$ cat src/rtl/alu_issue_sequencer_if.sv
// Handshake and ALU bus bundle for the RV32I ALU issue sequencer.
// master: sequencer side; slave: fetch/ALU/retire side.
interface alu_issue_sequencer_if;
  logic        instr_valid;
  logic        instr_ready;
  logic [31:0] instr;
  logic        alu_enable;
  logic [2:0]  alu_funct3;
  logic        alu_alt;
  logic [31:0] alu_operand_1;
  logic [31:0] alu_operand_2;
  logic [31:0] alu_result;
  logic        retire_valid;
  logic [4:0]  retire_rd;
  logic [31:0] retire_data;
  logic        illegal;

  modport master (
    input  instr_valid,
    input  instr,
    input  alu_result,
    output instr_ready,
    output alu_enable,
    output alu_funct3,
    output alu_alt,
    output alu_operand_1,
    output alu_operand_2,
    output retire_valid,
    output retire_rd,
    output retire_data,
    output illegal
  );

  modport slave (
    output instr_valid,
    output instr,
    output alu_result,
    input  instr_ready,
    input  alu_enable,
    input  alu_funct3,
    input  alu_alt,
    input  alu_operand_1,
    input  alu_operand_2,
    input  retire_valid,
    input  retire_rd,
    input  retire_data,
    input  illegal
  );
endinterface

$ cat src/rtl/alu_issue_sequencer.sv
// Single-issue OP/OP-IMM sequencer: decode, regfile read, ALU issue, writeback.
// Ports: clock, reset_n (async low), bus (instr handshake, ALU drive, retire).
module alu_issue_sequencer #(
  parameter int unsigned ALU_LATENCY = 1
) (
  input logic                   clock,
  input logic                   reset_n,
  alu_issue_sequencer_if.master bus
);

  localparam logic [6:0] OPC_OP  = 7'b0110011;
  localparam logic [6:0] OPC_IMM = 7'b0010011;
  localparam logic [3:0] WAIT_LAST = 4'(ALU_LATENCY - 1);

  typedef enum logic [2:0] {
    IDLE,
    DECODE,
    ISSUE,
    WAIT,
    WRITEBACK
  } state_t;

  state_t      r_state;
  logic        r_ready;
  logic [31:0] r_instr;
  logic        r_ill;
  logic        r_en;
  logic [2:0]  r_f3;
  logic        r_alt;
  logic [31:0] r_op1;
  logic [31:0] r_op2;
  logic [3:0]  r_cnt;
  logic        r_rv;
  logic [4:0]  r_rd;
  logic [31:0] r_rdata;
  logic [31:0] r_rf [32];

  logic [6:0]  w_in_opc;
  logic [6:0]  w_in_f7;
  logic [2:0]  w_in_f3;
  logic        w_in_illegal;

  assign w_in_opc = bus.instr[6:0];
  assign w_in_f3  = bus.instr[14:12];
  assign w_in_f7  = bus.instr[31:25];

  // Legality is judged on the incoming word at the accept edge,
  // so the illegal pulse leaves a flop during DECODE.
  always_comb begin
    w_in_illegal = 1'b1;
    unique case (1'b1)
      (w_in_opc == OPC_OP): begin
        w_in_illegal = !((w_in_f7 == 7'h00) ||
                         ((w_in_f7 == 7'h20) &&
                          ((w_in_f3 == 3'd0) || (w_in_f3 == 3'd5))));
      end
      (w_in_opc == OPC_IMM): begin
        unique case (w_in_f3)
          3'd1:    w_in_illegal = (w_in_f7 != 7'h00);
          3'd5:    w_in_illegal = !((w_in_f7 == 7'h00) ||
                                    (w_in_f7 == 7'h20));
          default: w_in_illegal = 1'b0;
        endcase
      end
      default: w_in_illegal = 1'b1;
    endcase
  end

  logic        w_is_op;
  logic [2:0]  w_f3;
  logic [4:0]  w_rd;
  logic [4:0]  w_rs1;
  logic [4:0]  w_rs2;
  logic [31:0] w_imm;
  logic [31:0] w_a;
  logic [31:0] w_rs2v;
  logic [31:0] w_b;
  logic        w_shift;
  logic        w_sub;
  logic        w_alt;
  logic        w_slt;
  logic        w_lt;
  logic [31:0] w_op2;

  assign w_is_op = (r_instr[6:0] == OPC_OP);
  assign w_f3    = r_instr[14:12];
  assign w_rd    = r_instr[11:7];
  assign w_rs1   = r_instr[19:15];
  assign w_rs2   = r_instr[24:20];
  assign w_imm   = {{20{r_instr[31]}}, r_instr[31:20]};

  assign w_a    = (w_rs1 == 5'd0) ? 32'd0 : r_rf[w_rs1];
  assign w_rs2v = (w_rs2 == 5'd0) ? 32'd0 : r_rf[w_rs2];
  assign w_b    = w_is_op ? w_rs2v : w_imm;

  assign w_shift = (w_f3 == 3'd1) || (w_f3 == 3'd5);
  assign w_sub   = w_is_op && r_instr[30] && (w_f3 == 3'd0);
  assign w_alt   = (w_f3 == 3'd5) && r_instr[30];
  assign w_slt   = (w_f3 == 3'd2);
  assign w_lt    = ($signed(w_a) < $signed(w_b));

  // SUB rides the adder: negate rs2 and issue as ADD.
  always_comb begin
    w_op2 = w_b;
    unique case (1'b1)
      w_shift: w_op2 = {27'd0, w_b[4:0]};
      w_sub:   w_op2 = 32'd0 - w_b;
      default: w_op2 = w_b;
    endcase
  end

  always_ff @(posedge clock or negedge reset_n) begin
    if (!reset_n) begin
      r_state <= IDLE;
      r_ready <= 1'b1;
      r_instr <= '0;
      r_ill   <= 1'b0;
      r_en    <= 1'b0;
      r_f3    <= '0;
      r_alt   <= 1'b0;
      r_op1   <= '0;
      r_op2   <= '0;
      r_cnt   <= '0;
      r_rv    <= 1'b0;
      r_rd    <= '0;
      r_rdata <= '0;
    end else begin
      r_ill <= 1'b0;
      r_rv  <= 1'b0;
      unique case (r_state)
        IDLE: begin
          if (bus.instr_valid && r_ready) begin
            r_instr <= bus.instr;
            r_ill   <= w_in_illegal;
            r_ready <= 1'b0;
            r_state <= DECODE;
          end
        end
        DECODE: begin
          if (r_ill) begin
            r_ready <= 1'b1;
            r_state <= IDLE;
          end else if (w_slt) begin
            r_rv    <= 1'b1;
            r_rd    <= w_rd;
            r_rdata <= {31'd0, w_lt};
            r_state <= WRITEBACK;
          end else begin
            r_en    <= 1'b1;
            r_f3    <= w_f3;
            r_alt   <= w_alt;
            r_op1   <= w_a;
            r_op2   <= w_op2;
            r_state <= ISSUE;
          end
        end
        ISSUE: begin
          r_cnt   <= WAIT_LAST;
          r_state <= WAIT;
        end
        WAIT: begin
          if (r_cnt == 4'd0) begin
            // Capture while enable is still high.
            r_rdata <= bus.alu_result;
            r_rd    <= w_rd;
            r_rv    <= 1'b1;
            r_en    <= 1'b0;
            r_f3    <= '0;
            r_alt   <= 1'b0;
            r_op1   <= '0;
            r_op2   <= '0;
            r_state <= WRITEBACK;
          end else begin
            r_cnt <= r_cnt - 4'd1;
          end
        end
        WRITEBACK: begin
          r_ready <= 1'b1;
          r_state <= IDLE;
        end
        default: begin
          r_ready <= 1'b1;
          r_state <= IDLE;
        end
      endcase
    end
  end

  always_ff @(posedge clock or negedge reset_n) begin
    if (!reset_n) begin
      for (int i = 0; i < 32; i++) r_rf[i] <= '0;
    end else if (r_state == WRITEBACK && r_rd != 5'd0) begin
      r_rf[r_rd] <= r_rdata;
    end
  end

  assign bus.instr_ready   = r_ready;
  assign bus.alu_enable    = r_en;
  assign bus.alu_funct3    = r_f3;
  assign bus.alu_alt       = r_alt;
  assign bus.alu_operand_1 = r_op1;
  assign bus.alu_operand_2 = r_op2;
  assign bus.retire_valid  = r_rv;
  assign bus.retire_rd     = r_rd;
  assign bus.retire_data   = r_rdata;
  assign bus.illegal       = r_ill;

endmodule

$ cat src/flat_wrapper.sv
// flat-port wrapper written by rule: the top's interface ports become plain ports
module alu_issue_sequencer_flat 
#(
  parameter int unsigned ALU_LATENCY = 1
)
  (clock, reset_n, bus_instr_valid, bus_instr, bus_alu_result, bus_instr_ready, bus_alu_enable, bus_alu_funct3, bus_alu_alt, bus_alu_operand_1, bus_alu_operand_2, bus_retire_valid, bus_retire_rd, bus_retire_data, bus_illegal);
  alu_issue_sequencer_if bus_i ();
  input logic clock;
  input logic reset_n;
  input wire logic [$bits(bus_i.instr_valid)-1:0] bus_instr_valid;
  input wire logic [$bits(bus_i.instr)-1:0] bus_instr;
  input wire logic [$bits(bus_i.alu_result)-1:0] bus_alu_result;
  output wire logic [$bits(bus_i.instr_ready)-1:0] bus_instr_ready;
  output wire logic [$bits(bus_i.alu_enable)-1:0] bus_alu_enable;
  output wire logic [$bits(bus_i.alu_funct3)-1:0] bus_alu_funct3;
  output wire logic [$bits(bus_i.alu_alt)-1:0] bus_alu_alt;
  output wire logic [$bits(bus_i.alu_operand_1)-1:0] bus_alu_operand_1;
  output wire logic [$bits(bus_i.alu_operand_2)-1:0] bus_alu_operand_2;
  output wire logic [$bits(bus_i.retire_valid)-1:0] bus_retire_valid;
  output wire logic [$bits(bus_i.retire_rd)-1:0] bus_retire_rd;
  output wire logic [$bits(bus_i.retire_data)-1:0] bus_retire_data;
  output wire logic [$bits(bus_i.illegal)-1:0] bus_illegal;
  assign bus_i.instr_valid = bus_instr_valid;
  assign bus_i.instr = bus_instr;
  assign bus_i.alu_result = bus_alu_result;
  assign bus_instr_ready = bus_i.instr_ready;
  assign bus_alu_enable = bus_i.alu_enable;
  assign bus_alu_funct3 = bus_i.alu_funct3;
  assign bus_alu_alt = bus_i.alu_alt;
  assign bus_alu_operand_1 = bus_i.alu_operand_1;
  assign bus_alu_operand_2 = bus_i.alu_operand_2;
  assign bus_retire_valid = bus_i.retire_valid;
  assign bus_retire_rd = bus_i.retire_rd;
  assign bus_retire_data = bus_i.retire_data;
  assign bus_illegal = bus_i.illegal;
  alu_issue_sequencer #(.ALU_LATENCY(ALU_LATENCY)) u_core (.clock(clock), .reset_n(reset_n), .bus(bus_i));
endmodule
$ cat config.mk
export PLATFORM = sky130hd
export DESIGN_NAME = alu_issue_sequencer_flat
export DESIGN_NICKNAME = d
export VERILOG_FILES = /design/src/rtl/alu_issue_sequencer_if.sv /design/src/rtl/alu_issue_sequencer.sv /design/src/flat_wrapper.sv
export SDC_FILE = /design/constraint.sdc
export NUM_CORES = 2
export LEC_CHECK = 0
export BUFFER_PORTS_ARGS = -buffer_cell sky130_fd_sc_hd__buf_4
export CAP_MARGIN = 15
export CORE_ASPECT_RATIO = 1.75
export CORE_MARGIN = 2
export CORE_UTILIZATION = 40
export DETAILED_ROUTE_END_ITERATION = 8
export GPL_TIMING_DRIVEN = 0
export SLEW_MARGIN = 20
export SYNTH_ARGS = -nofsm -noshare
export SYNTH_HDL_FRONTEND = slang
export SYNTH_SLANG_ARGS = --single-unit
$ cat constraint.sdc
create_clock -name clock -period 9.4 [get_ports clock]
set_input_delay 0.47 -clock clock [delete_from_list [all_inputs] [get_ports clock]]
set_output_delay 0.47 -clock clock [all_outputs]
set_load 0.01 [all_outputs]
**Word level (Yosys, flattened, before mapping)**

Cells that the tools add are included.

- Add/subtract/negate cells: 2
- Muxes and demuxes: 57
- Magnitude comparators: 5
- Reductions and logical operators: 31
- Eq/ne operators: 20
- Bitwise logic cells: 4

Operators with widths:

| operator | count |
|---|---|
| $bwmux 1024 | 1 |
| $mux 32 | 16 |
| $bmux 32 s5 | 2 |
| $pmux 32 s2 | 4 |
| $demux 32 s5 | 1 |
| $lt 32x32->1 | 1 |
| $sub 1x32->32 const A | 1 |
| $eq 7x6->1 const B | 3 |
| $mux 3 | 7 |
| $ge 6x6->1 const B | 3 |
| $not 5->6 | 3 |
| $mux 5 | 3 |
| $mux 1 | 12 |
| $pmux 3 s4 | 1 |
| $logic_not 5->1 | 2 |
| $pmux 1 s2 | 5 |
| $pmux 5 s2 | 1 |
| $eq 3x1->1 const B | 3 |
| $eq 3x2->1 const B | 3 |
| $eq 3x3->1 const B | 3 |
| $logic_not 3->1 | 3 |
| $ne 2x1->1 const B | 4 |
| $pmux 4 s2 | 1 |
| $reduce_and 4->1 | 2 |
| other kinds (19) | 34 |

- Logic and storage cells: 164
- Input port bits: 67
- Output and inout port bits: 109
- Bits in registers: 1172

**Depth between registers and ports, before layout**

- Depth after elaboration: 11
- Gate-level depth with buffers: 21
- Gate-level depth less buffers: 15

**Least setup slack after synthesis**

Ideal clock, no wire load.

- Path kind: flip-flop to flip-flop
- Start: register u_core.r_instr[15]
- End: register u_core.r_rdata[0], in the netlist u_core.bus.retire_data[0]
- Arrival time: 4.534 ns
- Clock period less this slack: 4.655 ns
- Buffers on the path: 4
- Library setup time: 0.122 ns
- Stages on the path, launching flop included: 18
- Setup slack: 4.745 ns
- Required time: 9.278 ns
- Cell sequence: dfrtp_1 clkbuf_1 clkbuf_1 clkbuf_1 buf_1 mux4_2 mux4_2 mux2i_1 nor2_1 ha_1 nand4_1 nor4_1 nand3_1 nor4_1 o21a_1 nor3_1 mux2i_1 nand2_1

- Word-level cells in the longest chain between the ends: 9
- Elaborated cells on any way between the ends: 10
- Classes of those cells: order compare: 1; mux: 7; bitwise: 1; reduce/logical: 1

Ends and longest elaborated chain:

| what | RTL line | text |
|---|---|---|
| start: declaration | alu_issue_sequencer.sv:25 | `logic [31:0] r_instr;` |
| start signal: assignment | alu_issue_sequencer.sv:133 | `r_instr <= bus.instr;` |
| $not 5->6 (not written as such) | alu_issue_sequencer.sv:92 | `assign w_a = (w_rs1 == 5'd0) ? 32'd0 : r_rf[w_rs1];` |
| $bmux 32 s5 | alu_issue_sequencer.sv:92 |  |
| $mux 32 (not written as such) (2 in series) | alu_issue_sequencer.sv:92 |  |
| $mux 32 * | alu_issue_sequencer.sv:92 |  |
| $lt 32x32->1 * | alu_issue_sequencer.sv:100 | `assign w_lt = ($signed(w_a) < $signed(w_b));` |
| $mux 32 * | alu_issue_sequencer.sv:143 | `end else if (w_slt) begin` |
| $mux 32 * | alu_issue_sequencer.sv:140 | `if (r_ill) begin` |
| $pmux 32 s2 * | alu_issue_sequencer.sv:130 | `unique case (r_state)` |
| end signal: assignment | alu_issue_sequencer.sv:146 | `r_rdata <= {31'd0, w_lt};` |
| end signal: assignment | alu_issue_sequencer.sv:164 | `r_rdata <= bus.alu_result;` |
| end: declaration | alu_issue_sequencer.sv:35 | `logic [31:0] r_rdata;` |

Every way passes the cells marked *; elsewhere a longest branch is shown, timed or not. The select of a mux whose other input is x is not followed.
A chain may end at the register's enable or synchronous reset.

**Worst setup path after layout**

- Start: register u_core.r_instr[21]
- End: register u_core.r_rdata[0], in the netlist u_core.bus.retire_data[0]

- Word-level cells in the longest chain between the ends: 10
- Elaborated cells on any way between the ends: 11
- Classes of those cells: order compare: 1; mux: 8; bitwise: 1; reduce/logical: 1

Ends and longest elaborated chain:

| what | RTL line | text |
|---|---|---|
| $not 5->6 (not written as such) | alu_issue_sequencer.sv:93 | `assign w_rs2v = (w_rs2 == 5'd0) ? 32'd0 : r_rf[w_rs2];` |
| $bmux 32 s5 | alu_issue_sequencer.sv:93 |  |
| $mux 32 (not written as such) (2 in series) | alu_issue_sequencer.sv:93 |  |
| $mux 32 | alu_issue_sequencer.sv:93 |  |
| $mux 32 * | alu_issue_sequencer.sv:94 | `assign w_b = w_is_op ? w_rs2v : w_imm;` |
| $lt 32x32->1 * | alu_issue_sequencer.sv:100 |  |
| $mux 32 * | alu_issue_sequencer.sv:143 |  |
| $mux 32 * | alu_issue_sequencer.sv:140 |  |
| $pmux 32 s2 * | alu_issue_sequencer.sv:130 |  |

Marked as above.

==> flow_summary.json <==
{
  "finalHoldViolations": 0,
  "yosys.cell_count.top_type": "sky130_fd_sc_hd__dfrtp_1",
  "fp-row-count": 190,
  "synth_nets": 4193,
  "crit_path_start_kind": "flop",
  "maximum_number_of_pins_on_one_net_before_global_route_repair": 139,
  "worst_slew_pin_slew_ns": 1.33,
  "netlist.top_cell.by_area": "sky130_fd_sc_hd__dfrtp_1",
  "synth-seq-area-share": 0.476,
  "p_leak_nw": 32.5,
  "detailed_place_hpwl_um": 203000,
  "setup.worst_path.end": "u_core.bus.retire_data[0]",
  "area_growth_from_synthesis_to_layout_pct": 15.4,
  "dieHeight_um": 523,
  "fin_area_mm2": 0.0711,
  "reg2reg_to": "u_core.bus.retire_data[0]",
  "run_status": "complete, no violations",
  "critical_path_arrival_ns": 8.43,
  "gp_congestion": 1.02,
  "synthesis.instances": 4093,
  "drive_gt1_frac": 0.479,
  "timing.fmax_ghz": 0.129,
  "cts_tree": "built",
  "post_cts.repair.setup_buffers": 0,
  "setup_viol": 0,
  "vias_in_the_first_global_route": 44665,
  "synth_flop_cell": "sky130_fd_sc_hd__dfrtp_1",
  "yosysWarnings": 0,
  "timing.critical_path.from": "u_core.r_instr[21]",
  "die_width_um": 301,
  "synth_edf_count": 0,
  "io_buffers": 175,
  "max-cap-violations": 0,
  "timing.reg2reg.setup_slack_ns": 1.63,
  "ios": 176,
  "routedWlPerCell_um": 43.5,
  "final_nets": 4583,
  "placed_area_mm2": 0.0664,
  "asyncSetResetFlopFracSynth": 1.00,
  "synth.area.top_cells": "sky130_fd_sc_hd__dfrtp_1, sky130_fd_sc_hd__mux4_2, sky130_fd_sc_hd__mux2_2",
  "worst_setup_hold_path_clk_slew_ns": 0.07,
  "yosysTopAreaCellShare": 0.476,
  "routed_wl_um": 288000,
  "detail_route.iter0.violations": 5452,
  "path_type_of_the_worst_min_delay_path": "input pin to flop",
  "numPlacedInstances": 6319,
  "detail_route.drc_violations": 0,
  "synth.top_cells.by_count": "sky130_fd_sc_hd__dfrtp_1, sky130_fd_sc_hd__mux2_2, sky130_fd_sc_hd__mux4_2",
  "clockRootBuffer": "sky130_fd_sc_hd__clkbuf_16",
  "ratio_of_total_power_to_cell_area_mw_per_mm2": 314,
  "post_syn_area_mm2": 0.0616,
  "finalCriticalPeriod_ns": 7.77,
  "critical_path_peak_fanout": 10,
  "clock_tree.htree_level_count": 3,
  "timing.rr.start": "u_core.r_instr[21]",
  "overflow": 0,
  "die_area_mm2": 0.157,
  "setup.worst_path.class": "flop to flop",
  "routed_via_density": 6.73,
  "crit_path_end_kind": "flop",
  "fin_cells": 6610,
  "max-vdd-ir-drop_uv": 259,
  "clock_latency_late_sink_ns": 0.81,
  "ctsLongestPathBuffers": 3,
  "antenna_violating_nets_post_route": 0,
  "finClkSkew_ns": 0.0512,
  "timing.slew.headroom": 0.111,
  "routed-via-count": 44468,
  "cp.required_ns": 10.06,
  "final_min_period_over_clock_period": 0.827,
  "synth.avg_cell_area_um2": 15.1,
  "ys_ff_latch": 1172,
  "overall_routing_resource_usage": 0.367,
  "r2r.worst_path.cells": 21,
  "post_synth_num_cell_types": 86,
  "clock_sinks": 1172,
  "core-area_mm2": 0.153,
  "p_total_w": 0.0224,
  "worst_hold_path.num_cells": 4,
  "cts_made_buffers": 111,
  "rsz0062_at_grt": "false",
  "fill_cells": 13649,
  "initial_utilization": 0.402,
  "report.final.slew_viol_count": 0,
  "grt_first_pass_wirelength_um": 387000,
  "first_pass_iters": 6,
  "initial_antenna_violation_count": 35
}
-- state kept, by name, summed over array words and instances (netlist names) --
| name | flops |
|---|---|
| u_core.bus.alu_enable | 1 |
| u_core.bus.illegal | 1 |
| u_core.r_instr | 32 |
| u_core.r_state | 3 |
| u_core.bus.alu_funct3 | 3 |
| u_core.bus.retire_valid | 1 |
| u_core.bus.alu_alt | 1 |
| u_core.bus.retire_rd | 5 |
| u_core.bus.alu_operand_1 | 32 |
| u_core.bus.alu_operand_2 | 32 |
| u_core.r_rf | 1024 |
| u_core.bus.retire_data | 32 |
| u_core.r_cnt | 4 |
| u_core.bus.instr_ready | 1 |
-- cell usage in the layout (no fill, tap or decap), drive strengths merged, types with 15 or more instances in the layout --
cell         count
a21oi           38
a221oi          15
a22o            75
a22oi           51
and2            16
buf            370
clkbuf         444
clkinv          22
dfrtp         1171
diode           16
dlygate4sd3     64
ha              33
inv             21
mux2          1030
mux2i           93
mux4           559
nand2          129
nand3           26
nand4           15
nor2            89
nor2b           20
nor3            27
o21ai           60
o22ai           15
xor2            18
-- repair_timing --
action / CTS / global route
endpoints found under the setup margin: 0 / 0
resized for setup: 0 / 0
endpoints found under the hold margin: 187 / 0
hold buffers: 64 / 0
-- cell families (layout without fill, tap and decap cells) --
| family | Yosys count | count (layout) | synth area share |
|---|---|---|---|
| other | 0 | 16 | 0 |
| adders and majority gates | 33 | 33 | 0.00670 |
| AOI/OAI and AO/OA | 339 | 339 | 0.0407 |
| muxes | 1682 | 1682 | 0.408 |
| buffers and inverters | 451 | 936 | 0.0323 |
| and+or+nand+nor | 388 | 388 | 0.0318 |
| DFF | 1172 | 1172 | 0.476 |
| xor gates and xnor gates | 28 | 28 | 0.00398 |
-- cell type report --
| cell class | count | area [µm²] | share of cell area |
|---|---|---|---|
| Timing Repair Buffer | 277 | 2740 | 0.0385 |
| Buffer | 430 | 2030 | 0.0285 |
| Tap cell | 2016 | 2520 | 0.0355 |
| Clock inverter | 37 | 562 | 0.00790 |
| Clock buffer | 171 | 3380 | 0.0475 |
| Sequential cell | 1172 | 29300 | 0.412 |
| Inverter | 21 | 78.8 | 0.00111 |
| Antenna cell | 16 | 40.0 | 0.000563 |
| Multi-Input combinational cell | 2470 | 30500 | 0.428 |
-- stage by stage --
stage                     TNS [ns]  worst slack (ns)  hold WS (ns)  utilization
after CTS                        0              2.05        0.0389        0.464
after floorplan                  0              4.74         0.174            -
after global placement    -7612.29             -6.82         0.453        0.427
after global routing             0              1.85        0.0587        0.464
after detailed placement         0              2.09         0.453        0.434
final                            0              1.63        0.0411        0.465
-- layer usage --
layer  part of all wire  track usage  up-vias
li1                   -            -    16592
met2               0.47        0.579     2999
met3              0.095        0.109     1163
met1               0.32        0.391    23690
met5            0.00077      0.00458        -
met4               0.12        0.352       24
-- worst min-delay path by stage --
stage | slack [ns] | start | to
4_1_cts | 0.04 | bus_instr_valid | u_core.bus.instr_ready
3_5_place_dp | 0.45 | u_core.r_instr[10] | u_core.bus.retire_rd[3]
2_1_floorplan | 0.17 | reset_n | u_core.bus.alu_alt
6_report | 0.04 | bus_instr_valid | u_core.bus.instr_ready
5_1_grt | 0.06 | bus_alu_result[0] | u_core.bus.retire_data[0]
3_3_place_gp | 0.45 | u_core.r_rf[1020] | u_core.r_rf[1020]
-- critical path, cell delays in order, from the launching register on --
cell and delay [ns]:
sky130_fd_sc_hd__dfrtp_1 0.35, sky130_fd_sc_hd__buf_6 0.21, sky130_fd_sc_hd__buf_12 0.20, sky130_fd_sc_hd__buf_6 0.33, sky130_fd_sc_hd__buf_4 0.38, sky130_fd_sc_hd__buf_2 0.52
sky130_fd_sc_hd__buf_1 0.77, sky130_fd_sc_hd__buf_2 0.76, sky130_fd_sc_hd__mux4_2 0.35, sky130_fd_sc_hd__mux2i_1 0.08, sky130_fd_sc_hd__mux2i_1 0.75, sky130_fd_sc_hd__a22oi_1 0.48
sky130_fd_sc_hd__and2_1 0.34, sky130_fd_sc_hd__ha_1 0.28, sky130_fd_sc_hd__nand4_1 0.15, sky130_fd_sc_hd__nor4_1 0.54, sky130_fd_sc_hd__nand3_1 0.24, sky130_fd_sc_hd__nor4_1 0.36
sky130_fd_sc_hd__o21a_1 0.19, sky130_fd_sc_hd__nor3_1 0.06, sky130_fd_sc_hd__mux2i_1 0.15, sky130_fd_sc_hd__nand2_1 0.07
-- where the power goes --
group / switching [W] / internal, W / total [W] / leakage, nW
clock: 0.00219 / 0.00281 / 0.00499 / 1.93
sequential: 0.00105 / 0.00597 / 0.00702 / 16.2
combinational: 0.00671 / 0.00363 / 0.0103 / 14.4
No activity file was read; power rests on OpenSTA's default activity.
